`src/rtl/sw_debounce.sv`:
```
// Two-flop synchronizer plus whole-word debouncer for the switch bus feeding the clock divider.
// Optional SW_BOUNCE_CNT_EN adds an 8-bit saturating BOUNCE_CNT output.
module sw_debounce #(
  parameter int WIDTH         = 8,
  parameter int STABLE_CYCLES = 100000
) (
  input  logic             CLK,
  input  logic             RST_N,
  input  logic [WIDTH-1:0] SW_RAW,
  output logic [WIDTH-1:0] SW,
  output logic             SW_VALID,
  output logic             SW_CHG
`ifdef SW_BOUNCE_CNT_EN
  ,
  output logic [7:0]       BOUNCE_CNT
`endif
);

  localparam int CNT_W = $clog2(STABLE_CYCLES);
  localparam logic [CNT_W-1:0] CNT_MAX = CNT_W'(STABLE_CYCLES - 1);

  typedef enum logic {
    IDLE,
    SETTLE
  } state_t;

  state_t             state_q, state_d;
  logic [WIDTH-1:0]   sync1_q, sync2_q;
  logic [WIDTH-1:0]   cand_q, cand_d;
  logic [CNT_W-1:0]   cnt_q, cnt_d;
  logic [WIDTH-1:0]   swReg_q, swReg_d;
  logic               swValid_q, swValid_d;
  logic               swChg_q, swChg_d;

  always_ff @(posedge CLK) begin
    if (!RST_N) begin
      sync1_q   <= '0;
      sync2_q   <= '0;
      state_q   <= IDLE;
      cand_q    <= '0;
      cnt_q     <= '0;
      swReg_q   <= '0;
      swValid_q <= 1'b0;
      swChg_q   <= 1'b0;
    end else begin
      sync1_q   <= SW_RAW;
      sync2_q   <= sync1_q;
      state_q   <= state_d;
      cand_q    <= cand_d;
      cnt_q     <= cnt_d;
      swReg_q   <= swReg_d;
      swValid_q <= swValid_d;
      swChg_q   <= swChg_d;
    end
  end

  // While settling, cand always equals sync2 unless the word just moved; any move restarts the count.
  always_comb begin
    state_d   = state_q;
    cand_d    = cand_q;
    cnt_d     = cnt_q;
    swReg_d   = swReg_q;
    swValid_d = swValid_q;
    swChg_d   = 1'b0;
    case (state_q)
      IDLE: begin
        if ((sync2_q != swReg_q) || !swValid_q) begin
          state_d = SETTLE;
          cand_d  = sync2_q;
          cnt_d   = '0;
        end
      end
      SETTLE: begin
        if (sync2_q != cand_q) begin
          if (swValid_q && (sync2_q == swReg_q)) begin
            state_d = IDLE;
          end else begin
            cand_d = sync2_q;
            cnt_d  = '0;
          end
        end else if (cnt_q == CNT_MAX) begin
          swReg_d   = cand_q;
          swValid_d = 1'b1;
          swChg_d   = 1'b1;
          state_d   = IDLE;
        end else begin
          cnt_d = cnt_q + CNT_W'(1);
        end
      end
      default: state_d = IDLE;
    endcase
  end

  assign SW       = swReg_q;
  assign SW_VALID = swValid_q;
  assign SW_CHG   = swChg_q;

`ifdef SW_BOUNCE_CNT_EN
  logic       bounceEvent;
  logic [7:0] bounceCnt_q;

  assign bounceEvent = (state_q == SETTLE) && (sync2_q != cand_q);

  // Counts both restarts and bounce-back aborts; only reset clears it.
  always_ff @(posedge CLK) begin
    if (!RST_N) begin
      bounceCnt_q <= '0;
    end else if (bounceEvent && (bounceCnt_q != 8'hFF)) begin
      bounceCnt_q <= bounceCnt_q + 8'd1;
    end
  end

  assign BOUNCE_CNT = bounceCnt_q;
`endif

endmodule

```
`config.mk`:
```
export PLATFORM = sky130hd
export DESIGN_NAME = sw_debounce
export DESIGN_NICKNAME = d
export VERILOG_FILES = /design/src/rtl/sw_debounce.sv
export SDC_FILE = /design/constraint.sdc
export NUM_CORES = 1
export LEC_CHECK = 0
export CAP_MARGIN = 20
export CORE_MARGIN = 4
export CORE_UTILIZATION = 56
export DETAILED_ROUTE_END_ITERATION = 10
export HOLD_SLACK_MARGIN = 0.1
export PLACE_DENSITY = 0.78
export SLEW_MARGIN = 20
export SYNTH_ARGS = -nofsm -noshare
export SYNTH_HDL_FRONTEND = slang
export SYNTH_SLANG_ARGS = --single-unit
```
`constraint.sdc`:
```
create_clock -name CLK -period 2.2 [get_ports CLK]
set_input_delay 0.44 -clock CLK [delete_from_list [all_inputs] [get_ports CLK]]
set_output_delay 0.44 -clock CLK [all_outputs]
set_load 0.1 [all_outputs]
```
==> results.json <==
{
  "status": "finished clean",
  "synth_edf_count": 0,
  "synth_area_leaders": "dfxtp_1 (47%), a21oi_1 (7.2%), and2_1 (6.7%)",
  "drtPass1Iterations": 4,
  "detail_route.iter0.violations": 126,
  "globalplace.congestion": 0.932,
  "drc": 0,
  "core_um2": 3740,
  "antenna_found_initial": 0,
  "ant_nets": 0,
  "syn_area_um2": 2230,
  "viasPerCell": 5.54,
  "path_clk_slew_ns": 0.10,
  "grt_start_max_net_pins": 20,
  "ir_worst_vdd_mv": 0.594,
  "cts_tree": "done",
  "worstPathRequired_ns": 2.45,
  "die_h_um": 71.1,
  "async_flop_share_pct": 0,
  "grt_pass1_wl_um": 7710,
  "syn_area_per_cell_um2": 8.58,
  "die_w_um": 71.1,
  "num_vias": 1839,
  "ys_types": 35,
  "min_path_type": "flip-flop to flip-flop",
  "max_cap_viol_count": 0,
  "p_leak_nw": 0.921,
  "swShare_pct": 24.8,
  "post-route-util_pct": 68.6,
  "tightest_slew_ns": 0.424,
  "drive_gt1_share_pct": 12.3,
  "power_density_nw_per_um2": 648,
  "postCtsHoldBufs": 0,
  "rows": 22,
  "whs_ns": 0.442,
  "mostFrequentLayoutCell": "dfxtp_1",
  "layout_worst_path_cycle_share_pct": 90.6,
  "synth_cells": 260,
  "setup_viol": 0,
  "hpwl_um": 3350,
  "pin_count": 20,
  "antenna_cells": 0,
  "netlist.area_leader.share_pct": 46.7,
  "ctsLongestPathBuffers": 2,
  "p_comb_share_pct": 7.5,
  "ys.warnings.count": 0,
  "synthToLayoutAreaGrowth_pct": 15.2,
  "grt_pass1_vias": 1724,
  "start_kind": "flip-flop",
  "yosys.area.top_type": "dfxtp_1",
  "worstPathArrival_ns": 2.24,
  "finalSetupTns_ns": 0,
  "power_frac_seq_pct": 58.6,
  "grt_util_all_layers_pct": 19.2,
  "cts_buffers": 5,
  "synthFlopType": "dfxtp_1",
  "ys_ff_latch": 52,
  "cts_max_level": 2,
  "slew_violations": 0,
  "cp_max_fo": 9,
  "grt_overflow": 0,
  "hold_viol_final": 0,
  "clockPowerShare_pct": 33.9,
  "p_switching_uw": 412,
  "mostFrequentLayoutCells": "dfxtp_1 (51), nand2_1 (34), a21oi_1 (32)",
  "synth_nets": 271,
  "timing.fmax_mhz": 502,
  "seq_area_frac_synth_pct": 46.7,
  "clkLatencyLatePin_ns": 0.31,
  "critPathKind": "flip-flop to flip-flop",
  "totalWireLength_um": 4650,
  "start_util_pct": 59.6,
  "clock_sinks": 52,
  "max-slew-margin-rel_pct": 71.3,
  "period_needed_ns": 1.99,
  "routedWlPerCell_um": 14.0,
  "skew_ns": 0.00655,
  "internal_power_mw": 1.25,
  "rsz0062_at_grt": "false",
  "clock-root-buffer": "clkbuf_8",
  "cp-end-kind": "flip-flop",
  "layout.nets": 294,
  "io_buffers": 19,
  "die_area_um2": 5060
}
metal layers:
layer	routed length (µm)	vias to the layer above	global-route usage [%]
li1	-	943	-
met1	2260	825	25.9
met2	2030	61	29.4
met3	271	10	4.83
met4	86	0	7.72
met5	0	-	0
power groups by stage:
stage	clock network (mW)	logic, mW	registers (mW)
global placement	0	0.122	0.996
detailed placement	0	0.124	0.998
finish	0.563	0.125	0.975
CTS	0.575	0.125	0.976
floorplan	0	0.0840	0.993
global route	0.614	0.136	0.978
cell type report:
class	instances	area (µm²)
fillers	324	1180
multi-input cells	194	1130
flip-flops and latches	52	1040
repair buffers	29	240
clock buffers	5	68.8
well taps	48	60.1
clock inverters	3	25.0
inverters	1	3.75
Yosys cell counts (6+ instances only):
cell,number
clkbuf_1,7
nor3_1,6
xor2_1,7
or3_1,6
nand3_1,8
xnor2_1,10
nand2_1,34
a21oi_1,32
dfxtp_1,52
nor2_1,15
o21ai_0,19
and2_1,24
worst paths after layout:
kind / startpoint / endpoint / slack, ns / depth (start not counted)
setup / recovery: cand_q[5]$_SDFFE_PN0P_ / cnt_q[12]$_SDFFE_PN0P_ / 0.21 / 6
hold / removal: sync1_q[7]$_SDFF_PN0_ / sync2_q[7]$_SDFF_PN0_ / 0.44 / 1
setup reg to reg: cand_q[5]$_SDFFE_PN0P_ / cnt_q[12]$_SDFFE_PN0P_ / 0.21 / 6
hold reg to reg: sync1_q[7]$_SDFF_PN0_ / sync2_q[7]$_SDFF_PN0_ / 0.44 / 1
what timing repair did:
action                                  4_1_cts  5_1_grt
buffers inserted                              0        0
gates resized for setup                       0        1
endpoints found under the setup margin        0        1
critical path, stage by stage, from the launching register on:
cell and delay (ns):
dfxtp_1 0.34, xor2_1 0.18, nor4_4 0.37, nand3_2 0.22, and2_2 0.33, or3_1 0.36, a21oi_1 0.13
per-stage QoR:
step	setup WS [ns]	instance area (µm²)	total power [mW]	instances
finish	0.207	2570	1.66	332
detailed placement	0.200	2470	1.12	324
global route	0.0275	2570	1.73	332
floorplan	0.00333	2230	1.08	260
global placement	0.231	2470	1.12	324
CTS	0.190	2570	1.68	332
kinds of logic after synthesis:
logic type                 Yosys count  synth area share, %
muxes                                4                 1.85
and+or+nand+nor                    119                 29.3
buffers and inverters               14                 2.81
DFF                                 52                 46.7
xor gates and xnor gates            17                 6.68
adders and majority gates            1                0.561
AOI/OAI and AO/OA                   53                 12.1
sequential cells by signal (all words and copies together) (netlist names):
signal    flops
cnt_q        17
SW            8
cand_q        8
sync1_q       8
sync2_q       8
SW_CHG        1
SW_VALID      1
state_q       1
(Power assumes the default switching activity.)
